==> src/rtl/prbs_generator.sv <==
// Free-running Fibonacci-LFSR PRBS source (ITU-style polynomials, order 7/9/15/23/31).
// Define PRBS_ERR_INJECT_EN to add the err_inject port for single-bit error insertion.
module prbs_generator #(
  parameter int unsigned              PRBS_ORDER = 7,
  parameter logic [PRBS_ORDER-1:0]    SEED       = '1
) (
  input  logic clk,
  input  logic reset,
`ifdef PRBS_ERR_INJECT_EN
  input  logic err_inject,
`endif
  output logic prbs_output
);

  localparam int unsigned N = PRBS_ORDER;

  function automatic int unsigned tap_of(input int unsigned order);
    case (order)
      7:       return 6;
      9:       return 5;
      15:      return 14;
      23:      return 18;
      31:      return 28;
      default: return 0;
    endcase
  endfunction

  localparam int unsigned TAP = tap_of(N);

  // A zero seed would lock the LFSR up, so it is swapped for all ones.
  localparam logic [N-1:0] LOAD_VAL = (SEED == '0) ? {N{1'b1}} : SEED;

  if (TAP == 0) begin : g_bad_order
    $fatal(1, "prbs_generator: PRBS_ORDER must be 7, 9, 15, 23 or 31");
  end

  logic [N-1:0] r_state;
  logic         w_fb;
  logic         w_lockup;

  assign w_fb     = r_state[N-1] ^ r_state[TAP-1];
  assign w_lockup = (r_state == '0);

  // LFSR state: shift left, feedback enters at bit 0, output taken from the MSB.
  always_ff @(posedge clk) begin
    if (reset) begin
      r_state <= LOAD_VAL;
    end else if (w_lockup) begin
      r_state <= LOAD_VAL;
    end else begin
      r_state <= {r_state[N-2:0], w_fb};
    end
  end

`ifdef PRBS_ERR_INJECT_EN
  logic r_flip;

  // Inversion flag lives outside the LFSR so the sequence recovers on the next bit.
  always_ff @(posedge clk) begin
    if (reset) begin
      r_flip <= 1'b0;
    end else begin
      r_flip <= err_inject;
    end
  end

  assign prbs_output = r_state[N-1] ^ r_flip;
`else
  assign prbs_output = r_state[N-1];
`endif

endmodule

==> config.mk <==
export PLATFORM = sky130hd
export DESIGN_NAME = prbs_generator
export DESIGN_NICKNAME = d
export VERILOG_FILES = /design/src/rtl/prbs_generator.sv
export SDC_FILE = /design/constraint.sdc
export NUM_CORES = 1
export LEC_CHECK = 0
export ABC_AREA = 1
export CAP_MARGIN = 0
export CORE_AREA = 2 2 39 41
export DETAILED_ROUTE_END_ITERATION = 10
export DIE_AREA = 0 0 41 43
export MAX_ROUTING_LAYER = met4
export PLACE_DENSITY = 0.33
export SYNTH_ARGS = -nofsm -noshare
export SYNTH_HDL_FRONTEND = slang
export SYNTH_SLANG_ARGS = --single-unit
==> constraint.sdc <==
create_clock -name clk -period 1.1 [get_ports clk]
set_input_delay 0.22 -clock clk [delete_from_list [all_inputs] [get_ports clk]]
set_output_delay 0.22 -clock clk [all_outputs]
set_load 0.1 [all_outputs]
Word-level counts from Yosys, hierarchy flattened
Cells that the tools add are included.
- output and inout bits: 1
- flip-flop bits (word level): 7
- logic and storage cells: 4
- input port bits: 2
- bitwise operators: 1
- reduce and logical (&&, ||, !) cells: 2
- operators with widths (kind ; number):
    $logic_not A7 Y1 ; 1
    $reduce_or A2 Y1 ; 1
    $xor A1 B1 Y1 ; 1

Longest topological paths before layout
- depth after elaboration: 2
- depth in mapped cells: 5
- gate-level depth less buffers: 5

Least setup slack after synthesis
No wires, ideal clock.
- path type: reg2reg
- start: reg r_state[6]
- end: reg r_state[0]
- arrival: 1.341 ns
- clock period less this slack: 1.466 ns
- cell stages (with the launch flop): 6
- path slack: -0.366 ns
- path through: dfxtp_1 > inv_1 > nand2_1 > nor2_2 > nand2_2 > nand3_1
- longest elaborated chain between the ends: 2
- RTL lines (item ; RTL line ; source):
    from (decl) ; 37 ; logic [N-1:0] r_state;
    from (signal assigned) ; 51 ; r_state <= {r_state[N-2:0], w_fb};
    $logic_not A7 Y1 ; 42 ; assign w_lockup = (r_state == '0);
    $reduce_or A2 Y1 (no source line) ; n/a ;
Several ways; a longest one is shown, not always the timed one.
A chain may end at the register's enable or synchronous reset.

Final worst setup path
- start: reg r_state[6]
- end: out prbs_output
- RTL lines (item ; RTL line ; source):
    to (decl) ; 12 ; output logic prbs_output
No word-level cell between the ends.

==> impl_metrics.csv <==
group,metric,value,unit
run_status,outcome,"finished clean",
die,vert_die_dim,43,um
synth,synth-seq-cells,7,
layout,layout_cells_sized_above_1,0.222,
sta,postLayoutSetupSlackWorst,106,ps
clocking,cts_tree,"done",
layout,antennaDiodeCount,0,
min_path,timing.hold.worst.start,"r_state[4]",
clocking,clock_tree.root_cell,"sky130_fd_sc_hd__clkbuf_4",
synth,post_synth_and_or_nand_nor_area_fraction,0.292,
pwr,comb_power_share,0.037,
clocking,cts-buffers-inserted,3,
synth,synth-adder-area-share,0,
drt,drt_drc_violations_left,0,
layout,syn_to_final_growth,33.3,%
synth,post_synth_mux_area_share,0,
min_path,min_path_cells,2,
run,maxCapViolations,0,
pwr,total_power_after_layout,0.000509,W
die,core_area,1380,um2
sta,rsz_0062_raised_after_global_routing,"no",
worst_setup_path,reg2reg_from,"r_state[6]",
pwr,ir_drop,0.443,mV
synth,synth_cells,30,
worst_setup_path,cpPeakStageDelay,360,ps
synth,synth_compound_gate_area_share,0,
worst_setup_path,critical_path_peak_fanout,3,
pwr,share_clk_of_total_power,0.448,
synth,syn_area_per_cell,8.01,um2
pwr,internal-power,0.000406,W
drt,dr.first_iter.drc_count,6,
place,dpl_worst_slack,89.6,ps
grt,grt_pass1_wl,579,um
synth,synthDistinctLibCells,8,
clocking,ctsHoldBuffers,0,
grt,globalRouteOverflowTotal,0,
clocking,cts_num_sinks,7,
die,row_count,14,
worst_setup_path,cp_cell_sequence,"buf_12",
worst_setup_path,rr_worst_depth,5,
drt,drt-vias-per-instance,3.62,
pwr,swShare,0.203,
drt,wl_per_cell,6.73,um
sta,worst_slew_pin_slew,198,ps
worst_setup_path,critical_path.n_buffers_inverters,1,
min_path,worstHoldPathType,"reg2reg",
pwr,power.leakage,0.173,nW
pwr,sequentialPowerShare,0.516,
place,post_dp_cell_area,294,um2
layout,nets,39,
place,post-place-cells,48,
synth,synth.yosys.seq_area_share,0.583,
die,die_area,1760,um2
drt,ant_nets,0,
place,gp_congestion,0.732,
grt,globalRouteTotalUtil,0.0577,
drt,number_of_detailed_routing_iterations_run_before_antenna_repair,4,
worst_setup_path,signal_arrival_time_at_the_worst_endpoint,770,ps
worst_setup_path,path_delay_family,"flip-flops",
sta,slew_violations,0,
sta,min_period,994,ps
place,dpl.hpwl,255,um
sta,max_freq,1.01,GHz
worst_setup_path,required_arrival_time_at_the_worst_endpoint,880,ps
sta,maxSlewHeadroom,0.868,
clocking,cts-root-to-sink-buffers,2,
pwr,netSwitchingPower,0.000103,W
grt,grt_start_max_net_pins,8,
worst_setup_path,crit_path_start_kind,"flop",
place,port_buffers,2,
grt,grt_pass1_vias,145,
sta,worst_clock_skew,3.96,ps
clocking,cts.htree.levels,1,
grt,antenna_violations_before_repair,0,
worst_setup_path,crit_end_category,"primary output",
clocking,cts.clk_slew.worst_paths,50,ps
clocking,ctsResizeCount,0,
layout,post_layout_nonfiller_instances,52,
worst_setup_path,crit_slowest_cell,"sky130_fd_sc_hd__dfxtp_4",
synth,syn_area,240,um2
sta,finalSetupViolations,0,
worst_setup_path,crit-reg2reg-capture,"r_state[3]",
layout,largest_register_ff_count,7,
synth,yosys.area_share.xor_xnor,0,
sta,finalHoldViolCount,0,
synth,synth_top_family_by_area,"simple AND/OR/NAND/NOR gates",
layout,final_area,320,um2
synth,synthesis.yosys.warnings,0,
clocking,buffers_inserted_by_post_cts_timing_repair,0,
clocking,worst_skew_pair.late_latency,250,ps
layout,largestRegisters,"r_state (7)",
synth,synth_nets,32,
drt,totalWireLength,350,um
worst_setup_path,setup.reg_to_reg.worst_slack,260,ps
die,floorplan.initialDensity,0.174,
sta,totalNegativeSetupSlack,0,ps
sta,final_min_period_over_clock_period,0.904,
die,ioPinCount,3,
layout,largest-register,"r_state",
min_path,hold-path-endpoint,"r_state[5]",
die,chipWidth,41,um
worst_setup_path,timing.setup.critical_path_class,"reg2out",
drt,routed-via-count,188,
pwr,power_density,1590,nW/um2
per-stage QoR:
step	utilization	hold slack [ps]
floorplan	-	401
finish	0.231	440
global placement	0.212	426
CTS	0.231	446
global route	0.231	466
detailed placement	0.212	430
worst max path at each step:
stage | cells past startpoint | endpoint | from
5_1_grt | 1 | prbs_output | r_state[6]
3_3_place_gp | 3 | r_state[2] | reset
4_1_cts | 1 | prbs_output | r_state[6]
6_report | 1 | prbs_output | r_state[6]
3_5_place_dp | 3 | r_state[3] | reset
2_1_floorplan | 5 | r_state[0] | r_state[6]
cell type report:
type                    count  area [um2]
clock buffers               4        26.3
multi-input cells          15        70.1
repair buffers              2        30.0
well taps                  16        20.0
flip-flops and latches      7         144
fillers                   151        1060
inverters                   8        30.0
cells in the final DEF (no fill, tap or decap):
cell and n:
sky130_fd_sc_hd__clkbuf_1 1, sky130_fd_sc_hd__dfxtp_1 6, sky130_fd_sc_hd__buf_12 1, sky130_fd_sc_hd__nand2_2 1
sky130_fd_sc_hd__dfxtp_4 1, sky130_fd_sc_hd__inv_2 1, sky130_fd_sc_hd__nand3_1 7, sky130_fd_sc_hd__clkdlybuf4s50_1 1
sky130_fd_sc_hd__nor2_2 1, sky130_fd_sc_hd__clkbuf_4 3, sky130_fd_sc_hd__nand2_1 5, sky130_fd_sc_hd__inv_1 7
sky130_fd_sc_hd__nor2_1 1
cells in the mapped netlist:
| library cell | n | area [um2] |
|---|---|---|
| sky130_fd_sc_hd__dfxtp_1 | 7 | 140 |
| sky130_fd_sc_hd__inv_1 | 7 | 26.3 |
| sky130_fd_sc_hd__nand3_1 | 7 | 35.0 |
| sky130_fd_sc_hd__nand2_1 | 5 | 18.8 |
| sky130_fd_sc_hd__inv_2 | 1 | 3.75 |
| sky130_fd_sc_hd__nand2_2 | 1 | 6.26 |
| sky130_fd_sc_hd__nor2_1 | 1 | 3.75 |
| sky130_fd_sc_hd__nor2_2 | 1 | 6.26 |
layer usage:
layer	routed length, um	vias up	track usage
li1	-	102	-
met1	171	79	0.0744
met2	143	5	0.0469
met3	25	2	0.0314
met4	8	0	0.0800
met5	0	-	-
power by group through the flow:
| stage | clock, W | sequential, W | combinational (W) |
|---|---|---|---|
| 2_1_floorplan | 0 | 0.000268 | 0.0000106 |
| 3_3_place_gp | 0 | 0.000267 | 0.0000187 |
| 3_5_place_dp | 0 | 0.000267 | 0.0000186 |
| 4_1_cts | 0.000241 | 0.000262 | 0.0000188 |
| 5_1_grt | 0.000257 | 0.000263 | 0.0000209 |
| 6_report | 0.000228 | 0.000262 | 0.0000186 |
kinds of logic (layout without fill, tap and decap cells):
group / after synthesis / count (layout)
buffers and inverters: 8 / 14
DFF: 7 / 7
and+or+nand+nor: 15 / 15
worst min-delay path, delay by kind of cell, from the launching register on:
kind	cells	cell delay, ps
AND/OR/NAND/NOR	1	60
flip-flops	1	300
buffers and inverters	1	50
Power figures use the tool's default switching activity.
